**config.mk**
```make
export PLATFORM = sky130hd
export DESIGN_NAME = clk_div_bank
export DESIGN_NICKNAME = d
export VERILOG_FILES = /design/src/rtl/clk_div_pkg.sv /design/src/rtl/clk_div_channel.sv /design/src/rtl/clk_div_bank.sv
export SDC_FILE = /design/constraint.sdc
export NUM_CORES = 1
export LEC_CHECK = 0
export CORE_ASPECT_RATIO = 1.75
export CORE_MARGIN = 3
export CORE_UTILIZATION = 27
export CTS_CLUSTER_DIAMETER = 30
export DETAILED_ROUTE_END_ITERATION = 10
export RECOVER_POWER = 100
export SLEW_MARGIN = 20
export SYNTH_ARGS = -nofsm -noshare
export SYNTH_HDL_FRONTEND = slang
export SYNTH_HIERARCHICAL = 1
export SYNTH_SLANG_ARGS = --single-unit
export TNS_END_PERCENT = 100
```
**constraint.sdc**
```tcl
create_clock -name clk_in -period 5.74 [get_ports clk_in]
set_input_delay 1.148 -clock clk_in [delete_from_list [all_inputs] [get_ports clk_in]]
set_output_delay 1.148 -clock clk_in [all_outputs]
set_load 0.05 [all_outputs]
```
**src/rtl/clk_div_pkg.sv**
```systemverilog
// Shared constants and helpers for the programmable clock-divider bank.
// Divisor words are handled at MAX_W bits inside the helpers; W must not exceed MAX_W.
package clk_div_pkg;

  localparam int unsigned DIV_MIN   = 2;
  localparam int unsigned DEFAULT_W = 32;
  localparam int unsigned MAX_W     = 64;

  typedef logic [MAX_W-1:0] div_word_t;

  // Divisors below DIV_MIN would give a stuck or zero-length period.
  function automatic div_word_t div_clamp(input div_word_t v);
    return (v < div_word_t'(DIV_MIN)) ? div_word_t'(DIV_MIN) : v;
  endfunction

  // High phase length; odd divisors get the extra cycle in the high phase.
  function automatic div_word_t hi_len(input div_word_t d);
    return d - (d >> 1);
  endfunction

endpackage

```
**src/rtl/clk_div_channel.sv**
```systemverilog
// One divider channel: counter, registered square wave and tick, plus a
// manual-step path fed by a 2-flop synchroniser with edge detect.
module clk_div_channel
  import clk_div_pkg::*;
#(
  parameter int unsigned W           = DEFAULT_W,
  parameter int unsigned DEFAULT_DIV = 2
) (
  input  logic         clk_in,
  input  logic         reset,
  input  logic [W-1:0] div_value,
  input  logic         div_load,
  input  logic         sync_all,
  input  logic         bypass,
  input  logic         step,
  output logic         clk_out,
  output logic         tick
);

  localparam logic [W-1:0] One    = W'(1);
  localparam logic [W-1:0] RstDiv = W'(div_clamp(div_word_t'(DEFAULT_DIV)));

  logic [W-1:0] div_q, div_d;
  logic [W-1:0] cnt_q, cnt_d;
  logic [W-1:0] cnt_nxt, hi;
  logic         clk_out_q, clk_out_d;
  logic         tick_q, tick_d;
  logic         s1_q, s2_q, s3_q;
  logic         bypass_q;
  logic         restart;

  always_comb begin
    div_d = div_q;
    if (div_load) begin
      div_d = W'(div_clamp(div_word_t'(div_value)));
    end

    // Loads while in bypass only update the divisor; the exit restart picks it up.
    restart = ~bypass & (div_load | sync_all | bypass_q);

    hi      = W'(hi_len(div_word_t'(div_q)));
    cnt_nxt = (cnt_q == div_q - One) ? '0 : cnt_q + One;

    cnt_d     = cnt_q;
    clk_out_d = clk_out_q;
    tick_d    = tick_q;

    if (restart) begin
      cnt_d     = div_d - One;
      clk_out_d = 1'b0;
      tick_d    = 1'b0;
    end else if (bypass) begin
      clk_out_d = s2_q;
      tick_d    = s2_q & ~s3_q;
    end else begin
      cnt_d     = cnt_nxt;
      clk_out_d = (cnt_nxt < hi);
      tick_d    = (cnt_nxt == '0);
    end
  end

  always_ff @(posedge clk_in) begin
    if (!reset) begin
      div_q     <= RstDiv;
      cnt_q     <= RstDiv - One;
      clk_out_q <= 1'b0;
      tick_q    <= 1'b0;
      s1_q      <= 1'b0;
      s2_q      <= 1'b0;
      s3_q      <= 1'b0;
      bypass_q  <= 1'b0;
    end else begin
      div_q     <= div_d;
      cnt_q     <= cnt_d;
      clk_out_q <= clk_out_d;
      tick_q    <= tick_d;
      s1_q      <= step;
      s2_q      <= s1_q;
      s3_q      <= s2_q;
      bypass_q  <= bypass;
    end
  end

  assign clk_out = clk_out_q;
  assign tick    = tick_q;

endmodule

```
**src/rtl/clk_div_bank.sv**
```systemverilog
// Bank of independent runtime-programmable dividers sharing one clock,
// reset and sync_all; outputs are clock enables, not clocks.
module clk_div_bank
  import clk_div_pkg::*;
#(
  parameter int unsigned CHANNELS    = 2,
  parameter int unsigned W           = DEFAULT_W,
  parameter int unsigned DEFAULT_DIV = 2
) (
  input  logic                  clk_in,
  input  logic                  reset,
  input  logic [CHANNELS*W-1:0] div_value,
  input  logic [CHANNELS-1:0]   div_load,
  input  logic                  sync_all,
  input  logic [CHANNELS-1:0]   bypass,
  input  logic [CHANNELS-1:0]   step,
  output logic [CHANNELS-1:0]   clk_out,
  output logic [CHANNELS-1:0]   tick
);

  for (genvar i = 0; i < CHANNELS; i++) begin : g_ch
    clk_div_channel #(
      .W          (W),
      .DEFAULT_DIV(DEFAULT_DIV)
    ) u_ch (
      .clk_in   (clk_in),
      .reset    (reset),
      .div_value(div_value[i*W +: W]),
      .div_load (div_load[i]),
      .sync_all (sync_all),
      .bypass   (bypass[i]),
      .step     (step[i]),
      .clk_out  (clk_out[i]),
      .tick     (tick[i])
    );
  end

endmodule

```
Word level (Yosys, flattened, before mapping). Index checks and enable logic that the tools add are counted.

Add/sub/neg operators: 8. Bitwise logic cells: 13. Order comparisons: 4. Multiplexer cells: 14. Eq/ne operators: 4. Reductions and logical operators: 4.

Operators with widths (count): $mux 32 (10); $sub 32x1->32 const B (4); $add 32x1->32 const B (2); $eq 32x32->1 (2); $logic_not 32->1 (2); $lt 32x2->1 const B (2); $lt 32x32->1 (2); $sub 32x31->32 (2); $not 1->1 (5); $and 1x1->1 (4); $mux 1 (4); $ne 2x1->1 const B (2); $or 1x1->1 (4); $reduce_or 2->1 (2).

Flip-flop bits (word level): 140. Logic and storage cells: 63.

Longest topological paths before layout. Gate-level depths: netlist (run 1).

Depth after elaboration: 5. Depth in mapped cells: 23. Mapped depth without buffers: 23.

Cells and area by module. The synthesis (run 1) kept the hierarchy.

By module, submodules not included: clk_div_channel (g_ch[1].u_ch) (cells each 1173, seq. area each 1401.3 sq um, area each 8838.5 sq um, times used 1); clk_div_channel (g_ch[0].u_ch) (cells each 1148, seq. area each 1401.3 sq um, area each 8424.3 sq um, times used 1).

Worst setup path after synthesis (run 1). Ideal clock, no wire load.

Path type: input port to flip-flop. From: input div_load[1]. To: register g_ch[1].u_ch.cnt_q[20]. Library setup time: 0.118 ns. Stages: 16. Path buffers: 6. Required time: 5.622 ns. Arrival time: 4.510 ns. Path slack: 1.112 ns. Cells stage by stage: buf_4 buf_2 buf_2 buf_2 buf_1 o21a_1 ha_1 inv_1 a2111oi_2 nand4_1 or2_1 clkbuf_1 nor2_1 xnor2_1 mux2i_1 o2111a_1.

Word-level cells in the longest chain between the ends: 4. Elaborated cells on any way between the ends: 7.

Ends and longest elaborated chain: from (decl) (line clk_div_bank.sv:13) `input logic [CHANNELS-1:0] div_load,`; parallel branches: the longest is 4 deep, another holds $sub 32x1->32; to (signal assigned) (line clk_div_channel.sv:65) `cnt_q <= RstDiv - One;`; to (signal assigned) (line clk_div_channel.sv:74) `cnt_q <= cnt_d;`; to (decl) (line clk_div_channel.sv:24) `logic [W-1:0] cnt_q, cnt_d;`.

Several ways; the timed one is not identified. A chain may end at the register's enable or synchronous reset.

Worst setup path after layout (run 1).
From: register g_ch[1].u_ch.div_q[2]. To: register g_ch[1].u_ch.clk_out_q.

Word-level cells in the longest chain between the ends: 5. Elaborated cells on any way between the ends: 6.

Ends and longest elaborated chain: from (decl) (line clk_div_channel.sv:23) `logic [W-1:0] div_q, div_d;`; from (signal assigned) (line clk_div_channel.sv:64) `div_q <= RstDiv;`; from (signal assigned) (line clk_div_channel.sv:73) `div_q <= div_d;`; $sub 32x1->32 (line clk_div_channel.sv:42) `cnt_nxt = (cnt_q == div_q - One) ? '0 : cnt_q + One;`; $eq 32x32->1 (line clk_div_channel.sv:42); $mux 32 (line clk_div_channel.sv:42); $lt 32x32->1 (*) (line clk_div_channel.sv:57) `clk_out_d = (cnt_nxt < hi);`; $mux 1 (*) (line clk_div_channel.sv:52) `end else if (bypass) begin`; to (signal assigned) (line clk_div_channel.sv:75) `clk_out_q <= clk_out_d;`; to (decl) (line clk_div_channel.sv:26) `logic clk_out_q, clk_out_d;`.

Mark *: on every way between the ends. The rest lies on a longest branch, timed or not.

==> summary.md, run 1 <==
| Metric | Value |
|---|---|
| Status | complete, but fails checks |
| Violated checks | max-capacitance violations, max-slew violations |
| Via density | 5.58 |
| Internal Pwr Total | roughly 2400 µW |
| RSZ-0062 raised after global routing | no |
| Min-Delay Endpoint | g_ch[0].u_ch/s2_q$_SDFF_PN0_ |
| EDFF count, synth | 0 |
| Die width | 197 µm |
| CTS Buf Count | 17 |
| Minimum clock period | around 5.5 ns |
| Crit-path max cell delay | slightly below 0.8 ns |
| Final hold vios | 0 |
| Vias in the first global route | between 15000 and 20000 |
| Worst path slowest cell | or4_1 |
| DRT antenna net count | 0 |
| DRT iter0 DRCs | slightly above 1000 |
| I/O pins | 77 |
| Cell count after placement | between 3000 and 4000 |
| DRT Pass-1 Iters | 5 |
| Via count | about 18000 |
| CORE AREA | around 0.063 mm² |
| Clock sink count | 140 |
| Flip-flop and latch area | ~0.0028 mm² |
| Synthesized instance count | 2321 |
| IO buf count | 76 |
| Startpoint Class | flip-flop |
| Crit Path Max Fanout | 15 |
| Setup-failing EPs final | 0 |
| Cts repair resizes | 0 |
| Placed cell area | ~0.019 mm² |
| Placement row count | 122 |
| HP Start | g_ch[0].u_ch/s1_q$_SDFF_PN0_ |
| F_max | about 180 MHz |
| Crit path max-delay family | simple AND/OR/NAND/NOR gates |
| Setup CP Type | flip-flop to flip-flop |
| Worst reg-to-reg path cell count | 15 |
| Non-Filler Instances | 3148 |
| Post-synth top area cell | dfxtp_1 |
| Register share of total power | between 20% and 30% |
| Critical Path RT | 6.10 ns |
| Type of the worst min-delay path | flip-flop to flip-flop |
| Met2 Usage GRT | between 30% and 40% |
| Gr busiest metal | met2 |
| LEAKAGE | around 0.0077 µW |
| Sw Ratio | 41.0% |
| Die ar. | about 0.067 mm² |
| Slew Limit Fails | 197 |
| Post-layout nets | ~2600 |
| Largest net degree at the start of global routing | 60 |
| Clock latency on the worst-skew pair | between 0.4 and 0.5 ns |
| TritonCTS clock tree | yes |
| Reg-to-reg endpoint | g_ch[1].u_ch/clk_out$_SDFF_PP0_ |
| Post-layout instance area | 0.0193 mm² |
| Area share of the largest cell type after synthesis | 16.2% |
| Total gr overflow | 0 |
| Mapped Avg Cell Area | between 7 and 8 µm² |
| Final period util | ~95% |
| RR Startpoint | g_ch[1].u_ch/div_q[2]$_SDFF_PN0_ |
| Hold path depth | 1 |
| DP Wirelength | 56.0 mm |
| M1 GR Usage | 19.1% |
| DRC | 0 |
| Initial core utilization | about 27% |
| R2r setup slk | ~0.26 ns |
| Die height | about 340 µm |
| Commonest non-fill, non-tap cell in the layout | nor2_1 |
| Worst EP arrival | about 6 ns |
| Pwr Density | about 210 mW/mm² |
| Final wirelength | about 70 mm |
| Multi-input logic area | approximately 0.013 mm² |
| Synthesized area | 0.0173 mm² |
| Share of post-route cells with drive strength above 1 | under 10% |
| Sequential share of the synthesized area | 16.2% |
| Root Driver | clkbuf_16 |
| Clk_skew | 0.0162 ns |
| Post-DR wirelength/cell | between 20 and 25 µm |
| Net Sw Power | 1670 µW |
| Critical path buffers and inverters | 1 |
| Peak supply drop | 0.210 mV |
| Initial antenna violation count | 5 |
| Main flop type after synthesis | dfxtp_1 |
| RePlAce Congestion | roughly 0.97 |
| Max Cap Viol | 7 |
| Post-CTS setup buffer count | 0 |
| Slew HR | -57.4% |
| First-pass GRT wire length | approximately 100 mm |
| Global-route track usage on met3 | 3.05% |
| Synth warnings | 6 |
| Worst-path cell chain | inv_1 > ha_1 > nand4_1 > nor4_2 > mux2i_1 > a311oi_1 > or4_1 > nor2_4 > nor2b_1 > ha_1 > a21oi_1 > or4b_2 > o311ai_0 > a311oi_1 > nor3_1 |
| #FFs+latches synth | 140 |
| Synth async-reset ratio | 0% |
| Fillers | around 6900 |
| Largest cells by area after synthesis | dfxtp_1 (16%), ha_1 (14%), xnor2_1 (9.4%) |
| Commonest cells after routing, fill and taps aside | nor2_1 (281), ha_1 (192), xnor2_1 (186) |
| Combinational power share | 43.8% |
| CTS clk-pin slew, worst paths | about 0.070 ns |
| Clock power share | ~28% |
| Layout Area Growth over Synthesis | 11.9% |
| Yosys cell types | between 90 and 100 |
| Least-Margin Pin Slew | ~2.3 ns |
| Hold buffer count at CTS | 0 |
| Syn Nets | ~2600 |
| GRT Total Usage | 20.4% |
| Max clock buf depth | 2 |
| CTS H-tree depth | 4 |
| Crit. End Element | flip-flop |
| Total negative setup slack | 0 ns |
power by group through the flow:
stage | sequential [µW] | combinational [µW] | clock, µW
final | 1160 | 1790 | 1130
after global placement | 1180 | 1740 | 0
after global routing | 1170 | 1950 | 1180
after floorplan | 1100 | 1260 | 0
after detailed placement | 1180 | 1750 | 0
after CTS | 1160 | 1760 | 1160
state kept, by name (all words and copies together), names as in the netlist:
signal / cells
g_ch.u_ch/s2_q: 2
g_ch.u_ch/div_q: 64
g_ch.u_ch/clk_out: 2
g_ch.u_ch/s3_q: 2
g_ch.u_ch/bypass_q: 2
g_ch.u_ch/tick: 2
g_ch.u_ch/s1_q: 2
g_ch.u_ch/cnt_q: 64
per-stage QoR:
stage / hold WS [ns] / worst slack (ns) / power [µW] / utilization (%)
after floorplan: 0.412 / 1.11 / 2370 / -
after global placement: 0.422 / 0.653 / 2920 / 29.7
after detailed placement: 0.422 / 0.537 / 2930 / 29.7
after CTS: 0.435 / 0.496 / 4080 / 30.6
after global routing: 0.461 / 0.0511 / 4310 / 30.5
final: 0.434 / 0.258 / 4090 / 30.5
how the worst max path moves through the flow:
stage	from	to	slack, ns	cells past startpoint
2_1_floorplan	div_load[1]	g_ch[1].u_ch/cnt_q[20]$_SDFFE_PN0P_	1.11	16
3_3_place_gp	div_value[34]	g_ch[1].u_ch/cnt_q[20]$_SDFFE_PN0P_	0.65	14
3_5_place_dp	div_value[55]	g_ch[1].u_ch/cnt_q[20]$_SDFFE_PN0P_	0.54	14
4_1_cts	g_ch[1].u_ch/div_q[2]$_SDFF_PN0_	g_ch[1].u_ch/clk_out$_SDFF_PP0_	0.50	15
5_1_grt	g_ch[1].u_ch/div_q[2]$_SDFF_PN0_	g_ch[1].u_ch/clk_out$_SDFF_PP0_	0.05	15
6_report	g_ch[1].u_ch/div_q[2]$_SDFF_PN0_	g_ch[1].u_ch/clk_out$_SDFF_PP0_	0.26	15
cells by family after synthesis:
family	Yosys count	share of synthesized area, %
flip-flops	140	16.2
buffers and inverters	273	6.43
adder cells (fa/ha/maj)	194	14.1
XOR/XNOR	280	14.2
multiplexers	72	4.21
AO/OA/AOI/OAI	452	18.0
AND/OR/NAND/NOR	910	26.8
cell type report:
cell class / instances / share of cell area (%)
clock buffers: 19 / 2.34
flip-flops and latches: 140 / 14.5
repair buffers: 117 / 5.45
inverters: 145 / 2.82
diodes: 3 / 0.0389
clock inverters: 10 / 0.609
multi-input cells: 1908 / 69.0
well taps: 806 / 5.22
synth_stat cells, types with 7 or more instances:
cell,instances
o21a_1,7
inv_1,144
nand3_1,77
o21bai_1,12
a211oi_1,11
o211ai_1,20
nand2_1,148
buf_4,11
a22oi_1,7
and2_1,24
buf_2,29
nor3b_1,18
nand4b_1,7
o21ai_0,84
nor2_1,281
nor2b_1,21
nor4_1,38
o211a_1,9
nor3_1,96
clkbuf_1,81
a21oi_1,104
a221oi_1,7
or2_2,10
nand4_1,57
xnor2_1,186
nand3b_1,8
nand2b_1,18
and4_1,15
or4_1,13
o221ai_1,10
a2bb2oi_1,10
ha_1,192
and3_1,17
xor2_1,94
mux2i_1,67
or3_1,35
a21o_1,31
a31oi_1,41
o31ai_1,14
dfxtp_1,140
routing by layer:
metal | vias to the layer above | routed length, µm
met1 | 8247 | 23100
li1 | 8274 | -
met2 | 725 | 35600
met4 | 2 | 8020
met3 | 305 | 3560
met5 | - | 11
No activity file was read; power rests on OpenSTA's default activity.
==> run 2, diff against run 1 <==
- PLACE_DENSITY: not set -> 0.42
==> run 2 against run 1 <==
  * The run still ends with max-capacitance violations, max-slew violations left
  * Count of clock-buffer cells in the layout did not move
  * Register-to-register slack got worse by 0.12 ns
  * Sequential share of layout area fell by 0.23 points
  * Non-clock buffer count rose by 37
  * Critical path type unchanged
==> summary.md, run 2 (same netlist as run 1, synthesis figures left out) <==
| Metric | Value |
|---|---|
| Commonest non-fill, non-tap cell in the layout | nor2_1 |
| Final wirelength | around 75 mm |
| F_max | approximately 180 MHz |
| Crit Path Max Fanout | 14 |
| Final hold vios | 0 |
| Setup CP Type | flip-flop to flip-flop |
| Peak supply drop | about 0.23 mV |
| Startpoint Class | flip-flop |
| Vias in the first global route | ~18000 |
| DRC | 0 |
| Minimum clock period | 5.60 ns |
| Die width | slightly below 200 µm |
| DP Wirelength | ~62 mm |
| Post-CTS setup buffer count | 0 |
| I/O pins | between 70 and 80 |
| Worst path slowest cell | o21ai_0 |
| Placed cell area | ~0.019 mm² |
| Commonest cells after routing, fill and taps aside | nor2_1 (280), ha_1 (192), xnor2_1 (186) |
| Initial core utilization | roughly 27% |
| CTS Buf Count | 17 |
| Least-Margin Pin Slew | 2.68 ns |
| Violated checks | max-capacitance violations, max-slew violations |
| Die height | 340 µm |
| Post-layout nets | 2633 |
| Clk_skew | around 0.015 ns |
| Critical Path RT | around 6.1 ns |
| Post-layout instance area | slightly below 0.02 mm² |
| Clock power share | 30.6% |
| Placement row count | about 120 |
| Combinational power share | between 40% and 50% |
| Clock latency on the worst-skew pair | 0.47 ns |
| Clock sink count | 140 |
| Ant. Diodes | 0 |
| Internal Pwr Total | 2580 µW |
| CTS clk-pin slew, worst paths | about 0.07 ns |
| Total gr overflow | 0 |
| Die ar. | around 0.067 mm² |
| Share of post-route cells with drive strength above 1 | under 10% |
| Status | complete, but fails checks |
| IO buf count | 76 |
| Type of the worst min-delay path | flip-flop to flip-flop |
| Slew Limit Fails | 80 |
| Total negative setup slack | 0 ns |
| First-pass GRT wire length | 111 mm |
| Critical path buffers and inverters | 3 |
| LEAKAGE | between 0.007 and 0.008 µW |
| Largest net degree at the start of global routing | 38 |
| Post-DR wirelength/cell | ~24 µm |
| DRT Pass-1 Iters | 6 |
| Pwr Density | about 220 mW/mm² |
| CORE AREA | 0.0633 mm² |
| Cts repair resizes | 0 |
| Max Cap Viol | 3 |
| Crit-path max cell delay | ~2.0 ns |
| Worst EP arrival | ~6.0 ns |
| Slew HR | -80.9% |
| Hold buffer count at CTS | 0 |
| RSZ-0062 raised after global routing | no |
| Hold_ws | roughly 0.44 ns |
| Max clock buf depth | 2 |
| CTS H-tree depth | 4 |
| Via density | roughly 5.5 |
| DRT iter0 DRCs | between 800 and 900 |
| GRT Total Usage | 22.1% |
| Root Driver | clkbuf_16 |
| DRT antenna net count | 0 |
| Crit. End Element | flip-flop |
| RePlAce Congestion | a little over 0.9 |
| Layout Area Growth over Synthesis | 13.7% |
| Final period util | between 90 and 100% |
| Sw Ratio | between 40% and 50% |
| Register share of total power | about a quarter |
| Via count | around 17000 |
| Setup-failing EPs final | 0 |
| Worst-path cell chain | inv_1 > ha_1 > nand4b_2 > nor4_1 > clkbuf_1 > nand4bb_1 > o211ai_1 > nand4bb_1 > buf_4 > o21ai_0 > nor4_1 > o31a_1 |
| Initial antenna violation count | 0 |
| Largest regs | g_ch.u_ch/cnt_q x64, g_ch.u_ch/div_q x64 |
| Net Sw Power | 1770 µW |
| TritonCTS clock tree | yes |
| Crit path max-delay family | compound AO/OA/AOI/OAI gates |
[run 2: cell count changes in the layout (fill, tap and decap cells not counted), sizes merged]
cell	change
buf	+28
clkbuf	+9
bufinv	+4
diode	-3
inv	-2
clkdlybuf4s50	-1
dlygate4sd3	+1
[run 2: per-layer routing]
| metal | vias to the layer above | part of all wire (%) | GRT usage (%) |
|---|---|---|---|
| met4 | 0 | 8.9 | 16.8 |
| met5 | - | 0 | 0 |
| met2 | 446 | 55 | 44.2 |
| met3 | 222 | 2.6 | 2.29 |
| met1 | 8335 | 34 | 20.0 |
| li1 | 8359 | - | - |
[run 2: final timing paths]
kind,start,endpoint,slack (ns),depth (start not counted)
worst max register to register,g_ch[1].u_ch/div_q[4]$_SDFF_PN0_,g_ch[1].u_ch/cnt_q[8]$_SDFFE_PN0P_,0.14,12
worst min-delay path,g_ch[1].u_ch/s1_q$_SDFF_PN0_,g_ch[1].u_ch/s2_q$_SDFF_PN0_,0.44,1
worst max-delay path,g_ch[1].u_ch/div_q[4]$_SDFF_PN0_,g_ch[1].u_ch/cnt_q[8]$_SDFFE_PN0P_,0.14,12
worst min register to register,g_ch[1].u_ch/s1_q$_SDFF_PN0_,g_ch[1].u_ch/s2_q$_SDFF_PN0_,0.44,1
[run 2: power groups by stage]
| stage | Sequential (µW) | Combinational, µW | Clock, µW |
|---|---|---|---|
| 6_report | 1150 | 1870 | 1330 |
| 3_5_place_dp | 1170 | 1850 | 0 |
| 5_1_grt | 1160 | 2030 | 1390 |
| 4_1_cts | 1150 | 1870 | 1380 |
| 2_1_floorplan | 1100 | 1260 | 0 |
| 3_3_place_gp | 1170 | 1840 | 0 |
[run 2: final cells by class]
cell class	instances	area [µm²]
clock buffer	19	433
clock inverter	12	220
fill	6844	43700
inverter	145	544
multi-input combinational	1908	13300
sequential	140	2800
tap	806	1010
timing repair buffer	154	1270
[run 2: metrics by stage]
step | instances | power, µW | setup slack [ns] | util [%]
6_report | 3184 | 4350 | 0.140 | 31.0
2_1_floorplan | 2321 | 2370 | 1.11 | -
3_5_place_dp | 3153 | 3030 | 0.305 | 30.1
4_1_cts | 3184 | 4390 | 0.498 | 31.1
3_3_place_gp | 3153 | 3020 | 0.332 | 30.1
5_1_grt | 3184 | 4590 | 0.162 | 31.0
==> run 3, diff against run 2 <==
- CORE_MARGIN: 3 -> 8
- SKIP_CTS_REPAIR_TIMING: not set -> 1
==> run 3 against run 2 <==
  * Hold slack worse by 0.0029 ns
  * Setup slack better by 0.057 ns
  * Via count is 0.32% lower
  * Routed wire length is 1.1% higher
  * Cell area is 0.14% lower
  * Core utilization hardly changed
  * Global-route usage is 1.8 points lower
  * Power hardly changed
  * Critical path depth is 8 higher
  * The flow still finishes with violations (max-capacitance violations, max-slew violations)
  * Sequential share of layout area hardly changed
  * Sequential power hardly changed
  * Critical path type unchanged
  * Clock power hardly changed
==> summary.md, run 3 (same netlist as run 1, synthesis figures left out) <==
| Metric | Value |
|---|---|
| Status | complete, but fails checks |
| Violated checks | max-capacitance violations, max-slew violations |
| Ant. Diodes | 0 |
| Metal-1 WL | roughly 26 mm |
| DR WL met2 | approximately 43 mm |
| RSZ-0062 raised after global routing | no |
| Root Driver | clkbuf_16 |
| DRT iter0 DRCs | just over 900 |
| Reg-to-reg endpoint | g_ch[1].u_ch/clk_out$_SDFF_PP0_ |
| DP Wirelength | approximately 63 mm |
| Flip-flop and latch area | roughly 0.0028 mm² |
| Share of post-route cells with drive strength above 1 | under 10% |
| Commonest cells after routing, fill and taps aside | nor2_1 (281), ha_1 (192), xnor2_1 (186) |
| DRT antenna net count | 0 |
| Max clock buf depth | 2 |
| LEAKAGE | roughly 0.0078 µW |
| CTS H-tree depth | 4 |
| Setup-failing EPs final | 0 |
| Clock sink count | 140 |
| DRT Pass-1 Iters | 5 |
| Slew HR | -87.7% |
| Final period util | a little over nine tenths |
| DRC | 0 |
| Worst reg-to-reg path cell count | 20 |
| TritonCTS clock tree | yes |
| Largest net degree at the start of global routing | 48 |
| Initial antenna violation count | 1 |
| Die ar. | around 0.073 mm² |
| Clk_skew | about 0.0094 ns |
| Startpoint Class | flip-flop |
| CORE AREA | roughly 0.063 mm² |
| CTS clk-pin slew, worst paths | 0.07 ns |
| Vias in the first global route | about 18000 |
| Worst EP arrival | about 5.9 ns |
| Peak supply drop | ~0.21 mV |
| Pwr Density | 222 mW/mm² |
| Placement row count | 122 |
| Via density | 5.45 |
| Crit Path Max Fanout | 23 |
| Hold path depth | 1 |
| RR Startpoint | g_ch[1].u_ch/div_q[4]$_SDFF_PN0_ |
| Total gr overflow | 0 |
| Met3 wire length | about 2.2 mm |
| RePlAce Congestion | ~0.95 |
| Post-layout nets | approximately 2600 |
| R2r setup slk | around 0.20 ns |
| Max Cap Viol | 5 |
| First-pass GRT wire length | ~110 mm |
| Minimum clock period | 5.54 ns |
| Fillers | between 6000 and 7000 |
| Type of the worst min-delay path | flip-flop to flip-flop |
| Crit. End Element | flip-flop |
| Uppermost routed layer | met5 |
| Post-DR wirelength/cell | 24.0 µm |
| F_max | 180 MHz |
| Final hold vios | 0 |
| Post-layout instance area | 0.0196 mm² |
| Via count | about 17000 |
| Least-Margin Pin Slew | about 2.8 ns |
| Largest regs | g_ch.u_ch/cnt_q x64, g_ch.u_ch/div_q x64 |
| I/O pins | 77 |
| Crit. Startpoint | g_ch[1].u_ch/div_q[4]$_SDFF_PN0_ |
| Initial core utilization | 27.3% |
| CTS Buf Count | 17 |
| Setup CP Type | flip-flop to flip-flop |
| Critical Path RT | between 6 and 7 ns |
| Die height | 350 µm |
| Placed cell area | between 0.015 and 0.02 mm² |
| Total negative setup slack | 0 ns |
| Worst setup path end | g_ch[1].u_ch/clk_out$_SDFF_PP0_ |
| Clock latency on the worst-skew pair | ~0.47 ns |
| Layout Area Growth over Synthesis | 13.5% |
| IO buf count | 76 |
| Slew Limit Fails | 138 |
| GRT Total Usage | roughly a fifth |
| Commonest non-fill, non-tap cell in the layout | nor2_1 |
| Final wirelength | around 76 mm |
| Multi-input logic area | around 0.013 mm² |
| Die width | slightly above 200 µm |
## run 3: cell count changes in the layout (fill, tap and decap cells not counted), moves of 2 or more
cell / change
buf_12: +2
clkbuf_8: +4
clkinvlp_4: -4
clkbuf_1: -4
buf_4: -6
## run 3: metal layers
layer,track usage (%),up-vias
met3,2.03,172
met4,14.7,2
li1,-,8334
met2,41.7,484
met1,18.0,8314
met5,0,-
## run 3: how the worst min path moves through the flow
stage | start | endpoint
final | g_ch[1].u_ch/s1_q$_SDFF_PN0_ | g_ch[1].u_ch/s2_q$_SDFF_PN0_
after global routing | g_ch[1].u_ch/s1_q$_SDFF_PN0_ | g_ch[1].u_ch/s2_q$_SDFF_PN0_
after CTS | g_ch[1].u_ch/s1_q$_SDFF_PN0_ | g_ch[1].u_ch/s2_q$_SDFF_PN0_
after detailed placement | g_ch[1].u_ch/s1_q$_SDFF_PN0_ | g_ch[1].u_ch/s2_q$_SDFF_PN0_
after global placement | g_ch[1].u_ch/s1_q$_SDFF_PN0_ | g_ch[1].u_ch/s2_q$_SDFF_PN0_
after floorplan | g_ch[0].u_ch/s1_q$_SDFF_PN0_ | g_ch[0].u_ch/s2_q$_SDFF_PN0_
## run 3: cell type report
class	instances	area share, %
Timing Repair Buffer	144	6.35
Clock buffer	26	2.55
Sequential cell	140	14.3
Tap cell	806	5.15
Clock inverter	6	0.792
Multi-Input combinational cell	1908	68.1
Inverter	145	2.78
## run 3: critical path: stages (launching register included)
cell       delay, ns
dfxtp_1         0.31
inv_1           0.12
ha_1            0.31
nand4b_2        0.26
nor4_1          1.00
clkbuf_1        0.24
nand4bb_1       0.11
o211ai_1        0.31
nand4bb_1       0.30
nor2_4          0.34
buf_4           0.32
nor2_1          0.08
ha_1            0.33
a21o_1          0.17
a21o_1          0.17
a21o_1          0.17
a21o_1          0.17
a21oi_1         0.14
o211ai_1        0.20
nor2b_1         0.20
nor3_1          0.20
## run 3: report_power, final
| group | leakage, µW | switching [µW] | total (µW) | internal (µW) |
|---|---|---|---|---|
| logic | 0.00637 | 1130 | 1870 | 734 |
| clock network | 0.000319 | 507 | 1330 | 819 |
| registers | 0.00115 | 125 | 1160 | 1030 |
| total | 0.00785 | 1760 | 4350 | 2590 |
## run 3: per-stage QoR
step | hold slack, ns | worst slack [ns] | instances | util (%) | total power (µW)
2_1_floorplan | 0.412 | 1.11 | 2321 | - | 2370
3_3_place_gp | 0.431 | 0.354 | 3143 | 30.1 | 3030
3_5_place_dp | 0.427 | 0.329 | 3143 | 30.1 | 3030
4_1_cts | 0.443 | 0.285 | 3175 | 31.1 | 4380
5_1_grt | 0.498 | 0.0412 | 3175 | 31.0 | 4580
6_report | 0.440 | 0.197 | 3175 | 31.0 | 4350
